### src/rtl/uart_pkg.sv
// Shared types and widths for the UART transmit scheduler slice.
package uart_pkg;
  localparam int BYTE_W = 8;
  localparam int WORD_W = 32;

  typedef enum logic [1:0] {IDLE, ISSUE, WAIT_BUSY, WAIT_DONE} sched_state_t;
endpackage

### src/rtl/rr_arbiter.sv
// Combinational round-robin arbiter: one-hot grant to the first valid index
// strictly after the pointer, wrapping modulo NUM_REQ.
module rr_arbiter #(
  parameter int NUM_REQ = 2,
  parameter int REQ_W   = (NUM_REQ > 1) ? $clog2(NUM_REQ) : 1
) (
  input  logic [NUM_REQ-1:0] i_valid,
  input  logic [REQ_W-1:0]   i_ptr,
  output logic [NUM_REQ-1:0] o_grant,
  output logic [REQ_W-1:0]   o_idx,
  output logic               o_any
);
  always_comb begin
    o_grant = '0;
    o_idx   = '0;
    o_any   = 1'b0;
    // Indices above the pointer win first; the second pass handles the wrap.
    for (int i = 0; i < NUM_REQ; i++) begin
      if (!o_any && i_valid[i] && (i > int'(i_ptr))) begin
        o_any = 1'b1;
        o_idx = REQ_W'(i);
      end
    end
    for (int i = 0; i < NUM_REQ; i++) begin
      if (!o_any && i_valid[i]) begin
        o_any = 1'b1;
        o_idx = REQ_W'(i);
      end
    end
    if (o_any) o_grant[o_idx] = 1'b1;
  end
endmodule

### src/rtl/uart_tx_scheduler.sv
// Shares one UART byte transmitter between NUM_REQ requesters; each accepted
// word of 1-4 bytes is sent LSB-first, one tx_ok per byte.
module uart_tx_scheduler
  import uart_pkg::*;
#(
  parameter int NUM_REQ = 2,
  parameter int REQ_W   = (NUM_REQ > 1) ? $clog2(NUM_REQ) : 1
) (
  input  logic                          clk,
  input  logic                          reset,
  input  logic [NUM_REQ-1:0]            i_req_valid,
  input  logic [NUM_REQ-1:0][WORD_W-1:0] i_req_data,
  input  logic [NUM_REQ-1:0][1:0]       i_req_nbytes,
  output logic [NUM_REQ-1:0]            o_req_ready,
  output logic [BYTE_W-1:0]             o_tx_data,
  output logic                          o_tx_ok,
  input  logic                          i_tx_busy,
  output logic [REQ_W-1:0]              o_grant_id,
  output logic                          o_idle
);
  sched_state_t       r_state, w_next;
  logic [WORD_W-1:0]  r_buf;
  logic [1:0]         r_cnt;
  logic [REQ_W-1:0]   r_grant, r_ptr;
  logic [NUM_REQ-1:0] w_grant;
  logic [REQ_W-1:0]   w_idx;
  logic               w_any;

  rr_arbiter #(.NUM_REQ(NUM_REQ), .REQ_W(REQ_W)) u_arb (
    .i_valid (i_req_valid),
    .i_ptr   (r_ptr),
    .o_grant (w_grant),
    .o_idx   (w_idx),
    .o_any   (w_any)
  );

  always_ff @(posedge clk) begin
    if (reset) r_state <= IDLE;
    else       r_state <= w_next;
  end

  always_comb begin
    w_next = r_state;
    case (r_state)
      IDLE:      if (w_any) w_next = ISSUE;
      ISSUE:     if (!i_tx_busy) w_next = WAIT_BUSY;
      WAIT_BUSY: if (i_tx_busy) w_next = WAIT_DONE;
      WAIT_DONE: if (!i_tx_busy) w_next = (r_cnt == 2'd0) ? IDLE : ISSUE;
      default:   w_next = IDLE;
    endcase
  end

  always_comb begin
    o_req_ready = (r_state == IDLE) ? w_grant : '0;
    o_tx_ok     = (r_state == ISSUE) && !i_tx_busy;
    o_idle      = (r_state == IDLE);
  end

  // Pointer starts at the last index so requester 0 is first after reset.
  always_ff @(posedge clk) begin
    if (reset) begin
      r_buf   <= '0;
      r_cnt   <= '0;
      r_grant <= '0;
      r_ptr   <= REQ_W'(NUM_REQ - 1);
    end else begin
      case (r_state)
        IDLE: if (w_any) begin
          r_buf   <= i_req_data[w_idx];
          r_cnt   <= i_req_nbytes[w_idx];
          r_grant <= w_idx;
          r_ptr   <= w_idx;
        end
        WAIT_DONE: if (!i_tx_busy && r_cnt != 2'd0) begin
          r_buf <= r_buf >> BYTE_W;
          r_cnt <= r_cnt - 2'd1;
        end
        default: ;
      endcase
    end
  end

  assign o_tx_data  = r_buf[BYTE_W-1:0];
  assign o_grant_id = r_grant;
endmodule

### config.mk
export PLATFORM = sky130hd
export DESIGN_NAME = uart_tx_scheduler
export DESIGN_NICKNAME = d
export VERILOG_FILES = /design/src/rtl/uart_pkg.sv /design/src/rtl/rr_arbiter.sv /design/src/rtl/uart_tx_scheduler.sv
export SDC_FILE = /design/constraint.sdc
export NUM_CORES = 1
export LEC_CHECK = 0
export ABC_AREA = 1
export CORE_MARGIN = 2
export CORE_UTILIZATION = 47
export CTS_BUF_LIST = sky130_fd_sc_hd__clkbuf_2
export CTS_CLUSTER_DIAMETER = 40
export DETAILED_ROUTE_END_ITERATION = 6
export PLACE_DENSITY = 0.86
export SLEW_MARGIN = 20
export SYNTH_ARGS = -nofsm -noshare
export SYNTH_HDL_FRONTEND = slang
export SYNTH_SLANG_ARGS = --single-unit
### constraint.sdc
create_clock -name clk -period 1.8 [get_ports clk]
set_input_delay 0.54 -clock clk [delete_from_list [all_inputs] [get_ports clk]]
set_output_delay 0.54 -clock clk [all_outputs]
set_load 0.03 [all_outputs]
* Word-level counts from Yosys, hierarchy flattened
Cells that the tools add are included.
** Storage, ports and cells
- Register bits after elaboration :: 38
- Word-level logic and storage cells :: 58
** Cells by class
- Order comparisons :: 3
- Reduce and logical (&&, ||, !) cells :: 16
- Muxes and demuxes :: 25
- Equal/unequal tests :: 8
- Add/subtract/negate cells :: 1
** Operators with widths (number)
- 32-bit 2-to-1 mux :: 4
- 32-bit one-hot mux with 2 select lines :: 1
- 2-bit 2-to-1 mux :: 10
- 2-bit != test (second input constant) :: 4
- 2-bit one-hot mux with 4 select lines :: 1
- 1-bit 2-to-1 mux :: 7
- 1-bit logical AND :: 6
- 2-bit == test (second input constant) :: 2
- 2-bit logical NOT :: 2
- 2-bit one-hot mux with 2 select lines :: 1
- 4-bit AND reduction :: 1
- 2-bit nonzero test :: 2
- 1-bit logical NOT :: 3
- 3-bit AND reduction :: 1
- 2-bit by 1-bit == test with 1-bit output (second input constant) :: 1
- 1-bit by 2-bit < comparator with 1-bit output (second input constant) :: 1
- 2-bit by 1-bit != test with 1-bit output (second input constant) :: 1
- 2-bit AND reduction :: 1
- 2-bit by 1-bit subtractor with 2-bit output (second input constant) :: 1
- 1-bit demux with 1-bit select :: 1
- 1-bit greater-or-equal comparator (second input constant) :: 1
- 1-bit greater-than comparator (first input constant) :: 1

* Longest topological paths before layout
Gate-level depths: netlist (run 1).
- Word-level depth :: 15
- Depth in mapped cells :: 10
- Gate-level depth less buffers :: 9

* Hierarchy
A second synthesis (run 1) with hierarchy kept.
** Second synthesis, totals
- Cell total of the unflattened synthesis :: 452
- Area total of the unflattened synthesis :: 2577.5 µm²
** By module, submodules not included
- uart_tx_scheduler :: area each 2547.4 µm², times used 1, cells each 445
- rr_arbiter :: area each 30.0 µm², times used 1, cells each 7

* Least setup slack after synthesis (run 1)
Ideal clock, no wire load.
- Path kind :: flip-flop to output port
- Start point :: register r_state[0]
- End point :: output o_req_ready[0]
- Slack :: -0.345 ns
- Stages on the path, launching flop included :: 5
- Data required time :: 1.260 ns
- Arrival time :: 1.605 ns
- Path buffers :: 0
- Path through :: dfxtp_1 inv_1 ha_1 o21ai_0 a21oi_1
** Between the ends
- Word-level cells in the longest chain between the ends :: 2
** Ends and longest elaborated chain
- start: declaration :: RTL line uart_tx_scheduler.sv:21 : sched_state_t r_state, w_next;
- start signal: assignment :: RTL line uart_tx_scheduler.sv:39 : else r_state <= w_next;
- 2-bit logical NOT
- via o_idle :: RTL line uart_tx_scheduler.sv:19 : output logic o_idle
- 2-bit 2-to-1 mux :: RTL line uart_tx_scheduler.sv:54 : o_req_ready = (r_state == IDLE) ? w_grant : '0;
- end: declaration :: RTL line uart_tx_scheduler.sv:14 : output logic [NUM_REQ-1:0] o_req_ready,
The timed path passes the listed nets, and every way through them passes these cells.

* Worst setup path in the final report (run 1)
- Start point :: register r_state[0]
- End point :: output o_req_ready[1]
** Between the ends
- Word-level cells in the longest chain between the ends :: 2
** Ends and longest elaborated chain (RTL line)
- 2-bit logical NOT :: uart_tx_scheduler.sv:54
- 2-bit 2-to-1 mux :: uart_tx_scheduler.sv:54
No other way between the ends.

==> metrics.txt, run 1 <==
Hold WC Path Type reg2reg; main area contributors after synthesis dfxtp_1, nand2_1, nand3_1; first-pass GRT wire length 11,600 um; DR DRC count 0; Post-Synthesis Net Count between 500 and 600; I/O Pins 86; Layout fillers 415; critical path startpoint category flip-flop; FF/Latch Area 768 sq um; initial antenna violation count 0; Worst VDD drop roughly 0.58 mV; Final setup viols 4; Initial Utilization 0.495; dpl hpwl 5100 um; GRT Resource Usage Total 0.231; Min-Delay Path Depth 2; CTS clock-pin slew for the worst setup and hold paths 0.18 ns; WHS Endpoint r_buf[30]; synthesis-stage register bit count 38; Via Count approximately 3,000; initial DRC count 173; Worst setup EP type output port; Synth Cell Area 2560 sq um; final antenna diode count 0; CTS tree yes; Clock Skew roughly 0.013 ns; Sum Neg Setup Slack -0.413 ns; Routed wire per std cell roughly 12 um; Final #Nets 608; Slew HR 0.782; final hold vios 0; post-route setup slack -0.113 ns; Setup Slack @ Placement -0.312 ns; largest area contributor in the netlist dfxtp_1; multi-input combinational cell area roughly 1500 sq um; Antenna Nets Post-Route 0; reg-to-reg critical path endpoint r_buf[26]; layout cell share with drive strength beyond 1 0.140; Max Slew Vio Count 0; Crit Path Category reg2out; # H-tree levels 2; crit path DAT 1.37 ns; Overall Power 4.14 mW; post-synth top area share 0.297; MaxCap Viol Count 0; DR vias/cell between 4 and 5; Final GP Congestion between 0.8 and 0.9; failing checks setup timing; grt ovf 0; area grow syn2layout 47.8%; Total Wirelength 7260 um; Longest Clk Path Bufs 2; clk_lat worst skew a little under 0.4 ns; synth unique cells 21; register area share after synthesis 0.297; largest net degree at the start of global routing 39; # clock sinks 38; pwr dens between 1000 and 1500 nW/um^2; RSZ-0062 raised after global routing yes; max frequency ~520 MHz; Root Buffer clkbuf_2; fin crit share 1.06; worst slew pin tran approximately 0.33 ns; P_leak around 1.8 nW; PortBufs 85; status finished with violations; Core ar. just over 5000 sq um; Die Wd approximately 80 um; Synth Instances 430; DR pass1 iterations 4; Hold Crit Start r_buf[30]; R2R depth 11; Worst Path Required 1.26 ns; total CTS buffers 5; die area 6060 sq um; syn avg cell area approximately 6 sq um; hold slack 0.479 ns; Synth warnings 0; Worst Path Max Fanout 3; DIE HEIGHT 77.8 um; hold buffers post-CTS 0; reg2reg start r_state[0]; vias in the first global route 2,683; min cycle time layout approximately 1.9 ns; FF-to-FF setup slack 0.11 ns; row count 26
## through the flow
step / std cells / utilization / area [sq um]
floorplan: 430 / - / 2570
global placement: 578 / 0.687 / 3560
detailed placement: 578 / 0.687 / 3560
CTS: 595 / 0.716 / 3710
global route: 600 / 0.732 / 3790
finish: 600 / 0.732 / 3790
## sequential cells by signal, summed over array words and instances, names as in the netlist
name,flops
r_buf,32
r_state,2
o_grant_id,1
r_ptr,1
r_cnt,2
## per-layer routing
layer / up-vias / track usage / part of all wire
met5: - / 0 / 0
li1: 1539 / - / -
met1: 1304 / 0.281 / 0.42
met2: 113 / 0.413 / 0.49
met3: 8 / 0.0453 / 0.079
met4: 0 / 0.0607 / 0.0096
## worst max path at each step
stage | from | endpoint | slack (ns)
after CTS | r_state[1] | o_req_ready[1] | -0.12
after floorplan | r_state[0] | o_req_ready[0] | -0.03
after global routing | r_state[0] | o_req_ready[1] | -0.19
after global placement | i_req_valid[0] | o_req_ready[0] | -0.26
final | r_state[0] | o_req_ready[1] | -0.11
after detailed placement | i_req_valid[0] | o_req_ready[0] | -0.31
## logic make-up (layout without fill, tap and decap cells)
logic type                 after synthesis  count (layout)  synth area share
and+or+nand+nor                        275             275             0.453
DFF                                     38              38             0.297
buffers and inverters                   71             171             0.143
AOI/OAI and AO/OA                       40              40            0.0782
adders and majority gates                6               6            0.0293
## synth_stat cells (all sizes together)
cell type,n
a21oi,39
buf,30
clkbuf,5
clkinv,1
dfxtp,38
ha,6
inv,35
nand2,150
nand3,67
nor2,56
nor3,1
o21ai,1
or2,1
## layout make-up
cell class | count | area share
Multi-Input combinational cell | 321 | 0.392
Timing Repair Buffer | 127 | 0.334
Sequential cell | 38 | 0.203
Inverter | 36 | 0.0377
Tap cell | 70 | 0.0231
Clock buffer | 6 | 0.00793
Clock inverter | 2 | 0.00231
## repair_timing
item / CTS / global route
setup buffers: 9 / 4
pin swaps: 3 / 1
endpoints found under the setup margin: 13 / 14
cloned: 0 / 1
gates resized for setup: 31 / 5
## where the power goes
part	leakage (nW)	total (mW)	switching, mW	internal (mW)
Combinational	1.45	2.52	1.36	1.16
Sequential	0.316	1.24	0.136	1.11
Clock	0.0304	0.375	0.279	0.0956
## critical path, stage by stage (launching register included)
cell and delay (ns):
dfxtp_4 0.40, inv_4 0.07, ha_4 0.16, buf_6 0.10
inv_4 0.03, nor2_4 0.08, buf_6 0.14
## placed cells by master (no fill, tap or decap)
| cell type | netlist | layout |
|---|---|---|
| clkbuf_2 | 0 | 6 |
| nor2_1 | 55 | 53 |
| buf_6 | 5 | 8 |
| nand2_4 | 3 | 3 |
| nor2_4 | 0 | 1 |
| inv_1 | 34 | 31 |
| clkdlybuf4s50_1 | 0 | 70 |
| dfxtp_1 | 38 | 36 |
| ha_1 | 6 | 4 |
| nor2_2 | 1 | 2 |
| or2_2 | 1 | 1 |
| clkinv_2 | 0 | 1 |
| inv_4 | 0 | 3 |
| nand2_1 | 145 | 145 |
| buf_12 | 0 | 6 |
| ha_4 | 0 | 2 |
| nor3_4 | 0 | 1 |
| clkbuf_16 | 0 | 1 |
| o21ai_2 | 0 | 1 |
| inv_2 | 1 | 1 |
| nand2_2 | 2 | 2 |
| buf_4 | 13 | 31 |
| dlygate4sd2_1 | 0 | 11 |
| a21oi_2 | 0 | 1 |
| a21oi_1 | 39 | 38 |
| dfxtp_4 | 0 | 2 |
| clkinv_1 | 1 | 2 |
| nand3_2 | 1 | 1 |
| nand3_1 | 66 | 66 |
Power figures use the tool's default switching activity.
==> inputs of run 2 (changes only) <==
==> constraint.sdc (replaced) <==
create_clock -name clk -period 2.05 [get_ports clk]
set_input_delay 0.615 -clock clk [delete_from_list [all_inputs] [get_ports clk]]
set_output_delay 0.615 -clock clk [all_outputs]
set_load 0.05 [all_outputs]
==> run 2 against run 1 <==
The flow now finishes without violations. Clock skew grew 0.00088 ns. Sequential power shrank 11%. Non-clock buffer count shrank 17. Utilization shrank 3.7 points. Sequential cell count is the same. Combinational power shrank 13%. Worst setup slack gained 0.13 ns. First-iteration DRC count grew 2.3%. Register-to-register slack gained 0.17 ns.
==> metrics.txt, run 2 (same netlist as run 1, synthesis figures left out) <==
initial DRC count 177; min cycle time layout ~2 ns; Reg power frac 0.303; Switching Share 0.453; P_leak between 1.5 and 2 nW; largest net degree at the start of global routing 48; hold buffers post-CTS 0; Worst path top cell family by delay buffers and inverters; DR pass1 iterations 4; CTS tree yes; vias in the first global route between 2,000 and 3,000; initial antenna violation count 0; I/O Pins 86; Worst Setup SP i_tx_busy; Pint 1.99 mW; Comb pwr share 0.607; Hold Crit Start r_buf[24]; pwr dens 1010 nW/um^2; max reg flops 32; Crit Path Category in2out; max frequency around 490 MHz; Slew HR 0.693; grt ovf 0; crit path DAT between 1 and 1.5 ns; first-pass GRT wire length approximately 12,000 um; Final GP Congestion between 0.8 and 0.9; # clock sinks 38; Final #Nets ~590; dpl hpwl 5060 um; commonest non-fill, non-tap cell in the layout nand2_1; Sum Neg Setup Slack 0 ns; DR DRC count 0; Hold WC Path Type reg2reg; hold slack about 0.48 ns; total CTS buffers 5; die area slightly above 6000 sq um; Routed wire per std cell about 12 um; Initial Utilization 0.495; Biggest register r_buf; Clk pwr share 0.091; layout cell share with drive strength beyond 1 0.129; CP max stage cell clkdlybuf4s50_1; DIE HEIGHT 77.8 um; Die Wd around 78 um; Worst Path Required approximately 1.4 ns; worst slew pin tran approximately 0.46 ns; Max Slew Vio Count 0; Worst VDD drop 0.621 mV; fin crit share 0.994; # H-tree levels 2; reg2reg start r_state[1]; CTS clock-pin slew for the worst setup and hold paths around 0.17 ns; row count 26; Final setup viols 0; delay of the slowest critical-path stage 0.47 ns; Antenna Nets Post-Route 0; MaxCap Viol Count 0; Clock Skew about 0.014 ns; area grow syn2layout 40.3%; final hold vios 0; Via Count a little under 3,000; clk_lat worst skew around 0.4 ns; GRT Resource Usage Total 0.236; Layout fillers 451; DR vias/cell between 4 and 5; Worst Path Max Fanout 3; final antenna diode count 0; status complete, no violations; RSZ-0062 raised after global routing yes; most frequent cells in the layout nand2_1, clkdlybuf4s50_1, nand3_1; crit path cell chain clkdlybuf4s50_1 -> nor2_2 -> buf_12; Critical path buffers and inverters 2; Root Buffer clkbuf_2; Worst setup EP type output port; Top Registers r_buf x32, r_cnt x2, r_state x2; PortBufs 85; Core ar. 5170 sq um; Longest Clk Path Bufs 2; critical path startpoint category primary input; sw power approximately 1.6 mW; Total Wirelength around 7000 um
[run 2: area by class of cell]
class	instances	area [sq um]	share of cell area
Multi-Input combinational cell	321	1480	0.413
Timing Repair Buffer	110	1080	0.300
Sequential cell	38	768	0.214
Inverter	36	140	0.0390
Tap cell	70	87.6	0.0244
Clock buffer	7	35.0	0.00975
[run 2: power groups by stage]
stage | clock (mW) | combinational, mW | sequential (mW)
final | 0.329 | 2.20 | 1.10
after detailed placement | 0 | 2.13 | 1.11
after floorplan | 0 | 1.55 | 1.09
after CTS | 0.336 | 2.16 | 1.09
after global routing | 0.378 | 2.43 | 1.13
after global placement | 0 | 2.07 | 1.10
[run 2: layer usage]
| metal | up-vias | GRT usage | routed length, um |
|---|---|---|---|
| li1 | 1500 | - | - |
| met1 | 1268 | 0.277 | 2950 |
| met2 | 122 | 0.424 | 3440 |
| met3 | 11 | 0.0500 | 669 |
| met4 | 0 | 0.0786 | 95 |
| met5 | - | 0 | 0 |
[run 2: what timing repair did]
| action | CTS | global route |
|---|---|---|
| resized for setup | 10 | 8 |
| setup endpoints to repair | 3 | 3 |
| pin swaps | 2 | 3 |
| buffers inserted | 1 | 3 |
[run 2: worst min-delay path, cell delays in order (launching register included)]
cell	delay [ns]
dfxtp_1	0.34
nand2_1	0.06
a21oi_1	0.05
[run 2: worst paths after layout]
| kind | end | slack, ns | cells past startpoint |
|---|---|---|---|
| min reg2reg | r_buf[24] | 0.48 | 2 |
| max | o_tx_ok | 0.01 | 3 |
| max reg2reg | r_buf[11] | 0.28 | 7 |
| min | r_buf[24] | 0.48 | 2 |
[run 2: through the flow]
| stage | util | std cells | cell area (sq um) | setup slack, ns | power (mW) |
|---|---|---|---|---|---|
| 2_1_floorplan | - | 430 | 2590 | 0.112 | 2.63 |
| 3_3_place_gp | 0.677 | 571 | 3500 | -0.263 | 3.17 |
| 3_5_place_dp | 0.677 | 571 | 3500 | -0.300 | 3.24 |
| 4_1_cts | 0.687 | 579 | 3560 | -0.00255 | 3.59 |
| 5_1_grt | 0.695 | 582 | 3590 | -0.0144 | 3.93 |
| 6_report | 0.695 | 582 | 3590 | 0.0124 | 3.63 |
==> inputs of run 3 (changes only) <==
--- a/config.mk
+++ b/config.mk
@@ -6,13 +6,14 @@
 export NUM_CORES = 1
 export LEC_CHECK = 0
 export ABC_AREA = 1
+export CELL_PAD_IN_SITES_DETAIL_PLACEMENT = 1
+export CELL_PAD_IN_SITES_GLOBAL_PLACEMENT = 2
 export CORE_MARGIN = 2
-export CORE_UTILIZATION = 47
+export CORE_UTILIZATION = 23
 export CTS_BUF_LIST = sky130_fd_sc_hd__clkbuf_2
 export CTS_CLUSTER_DIAMETER = 40
 export DETAILED_ROUTE_END_ITERATION = 6
-export PLACE_DENSITY = 0.86
-export SLEW_MARGIN = 20
+export PLACE_DENSITY = 0.85
 export SYNTH_ARGS = -nofsm -noshare
 export SYNTH_HDL_FRONTEND = slang
 export SYNTH_SLANG_ARGS = --single-unit
==> run 3 against run 2 <==
Sequential cell count unchanged. Clock skew increased by 0.00055 ns. Register-to-register slack got worse by 0.22 ns. Global-route usage decreased by 8.3 points. Sequential power about the same. Total power increased by 13%. Hold slack improved by 0.0016 ns. Fmax increased by 1.1%. Cell count increased by 15%. Clock-buffer cell count unchanged. First-iteration DRC count decreased by 42%. Largest cell class unchanged.
==> metrics.txt, run 3 (same netlist as run 1, synthesis figures left out) <==
FF/Latch Area just under 800 sq um; Final GP Congestion ~0.74; clk_lat worst skew about 0.38 ns; DR vias/cell around 4.4; Clock Skew approximately 0.015 ns; RSZ-0062 raised after global routing yes; Crit Path Category in2out; Layout fillers roughly 1,400; I/O Pins 86; post-route setup slack ~0.034 ns; row count 38; Util after Layout 0.363; Final #Nets 608; Setup Slack @ Placement -0.247 ns; Hold Crit Start r_buf[29]; Root Buffer clkbuf_2; pwr dens 1040 nW/um^2; largest net degree at the start of global routing 35; reg-to-reg critical path endpoint o_grant_id; die area 12,000 sq um; hold slack 0.477 ns; Biggest register r_buf; Total Wirelength between 8000 and 9000 um; Overall Power around 4 mW; fin crit share 0.983; max reg flops 32; PortBufs 85; Worst VDD drop 0.443 mV; MaxCap Viol Count 0; hold buffers post-CTS 0; Antenna Nets Post-Route 0; initial DRC count ~100; DR DRC count 0; P_leak ~1.8 nW; Slew HR 0.721; CTS tree yes; reg2reg start r_state[1]; Worst setup EP type output port; Sum Neg Setup Slack 0 ns; Worst Path Max Fanout 3; area grow syn2layout 53.7%; # H-tree levels 2; Min-Delay Path Depth 2; critical path startpoint category primary input; Routed wire per std cell approximately 13 um; status complete, no violations; GRT Resource Usage Total 0.153; CTS clock-pin slew for the worst setup and hold paths roughly 0.20 ns; crit path DAT about 1.4 ns; WHS Endpoint r_buf[29]; total CTS buffers 5; dpl hpwl roughly 6500 um; worst slew pin tran 0.419 ns; Initial Utilization 0.236; Die Wd 110 um; min cycle time layout roughly 2.0 ns; commonest non-fill, non-tap cell in the layout nand2_1; final hold vios 0; DIE HEIGHT about 110 um; Max Slew Vio Count 0; grt ovf 0; Worst Path Required 1.43 ns; initial antenna violation count 1; Via Count 2,939; R2R depth 14; max frequency approximately 500 MHz; Core ar. between 10,000 and 15,000 sq um; most frequent cells in the layout nand2_1, clkdlybuf4s50_1, nand3_1; # clock sinks 38; vias in the first global route 3,059; first-pass GRT wire length between 10,000 and 15,000 um; Hold WC Path Type reg2reg; Longest Clk Path Bufs 2; FF-to-FF setup slack approximately 0.060 ns; multi-input combinational cell area between 1000 and 1500 sq um; DR pass1 iterations 4; Top Registers r_buf x32, r_cnt x2, r_state x2; final antenna diode count 0; layout cell share with drive strength beyond 1 0.166; Final setup viols 0
[run 3: cell count changes in the layout (fill, tap and decap cells not counted), moves of 2 or more]
cell / previous run / this run
buf_4: 31 / 40
buf_12: 6 / 12
a21oi_1: 38 / 36
a21oi_2: 0 / 2
buf_6: 1 / 3
[run 3: final cells by class]
class                   instances  area share
repair buffers                127       0.328
clock inverters                 1     0.00763
inverters                      36      0.0362
multi-input cells             321       0.380
flip-flops and latches         38       0.195
clock buffers                   7     0.00890
well taps                     140      0.0445
[run 3: worst max-delay path by stage]
stage | from | endpoint | slack, ns
6_report | i_req_valid[0] | o_req_ready[1] | 0.03
3_3_place_gp | i_req_valid[0] | o_req_ready[0] | -0.19
3_5_place_dp | i_req_valid[0] | o_req_ready[0] | -0.25
5_1_grt | r_state[1] | o_req_ready[1] | -0.05
4_1_cts | r_state[0] | o_tx_ok | 0.007
2_1_floorplan | r_state[0] | o_req_ready[0] | 0.11
[run 3: stage by stage]
| stage | area, sq um | instances |
|---|---|---|
| final | 3940 | 670 |
| after global routing | 3940 | 670 |
| after CTS | 3900 | 668 |
| after detailed placement | 3710 | 647 |
| after global placement | 3710 | 647 |
| after floorplan | 2590 | 430 |
[run 3: timing repair]
| action | CTS | global route |
|---|---|---|
| pin swaps | 3 | 1 |
| hold endpoints to repair | 0 | 0 |
| buffers inserted | 14 | 2 |
| gates resized for setup | 16 | 7 |
| endpoints found under the setup margin | 4 | 6 |
[run 3: routing by layer]
metal,up-vias,global-route usage,part of all wire
met3,4,0.0320,0.052
met5,-,0,0.0015
met1,1334,0.186,0.45
met4,2,0.0217,0.0043
li1,1534,-,-
met2,65,0.283,0.50
[run 3: worst max-delay path, stage by stage]
cell and delay (ns):
clkdlybuf4s15_1 0.21, buf_6 0.14, nand2_4 0.09, nand2_4 0.06, nor2_4 0.13, buf_12 0.14
[run 3: where the power goes]
group | total, mW | switching, mW | internal (mW) | leakage [nW]
combinational | 2.52 | 1.38 | 1.14 | 1.45
sequential | 1.10 | 0.123 | 0.974 | 0.316
clock | 0.472 | 0.254 | 0.217 | 0.0432
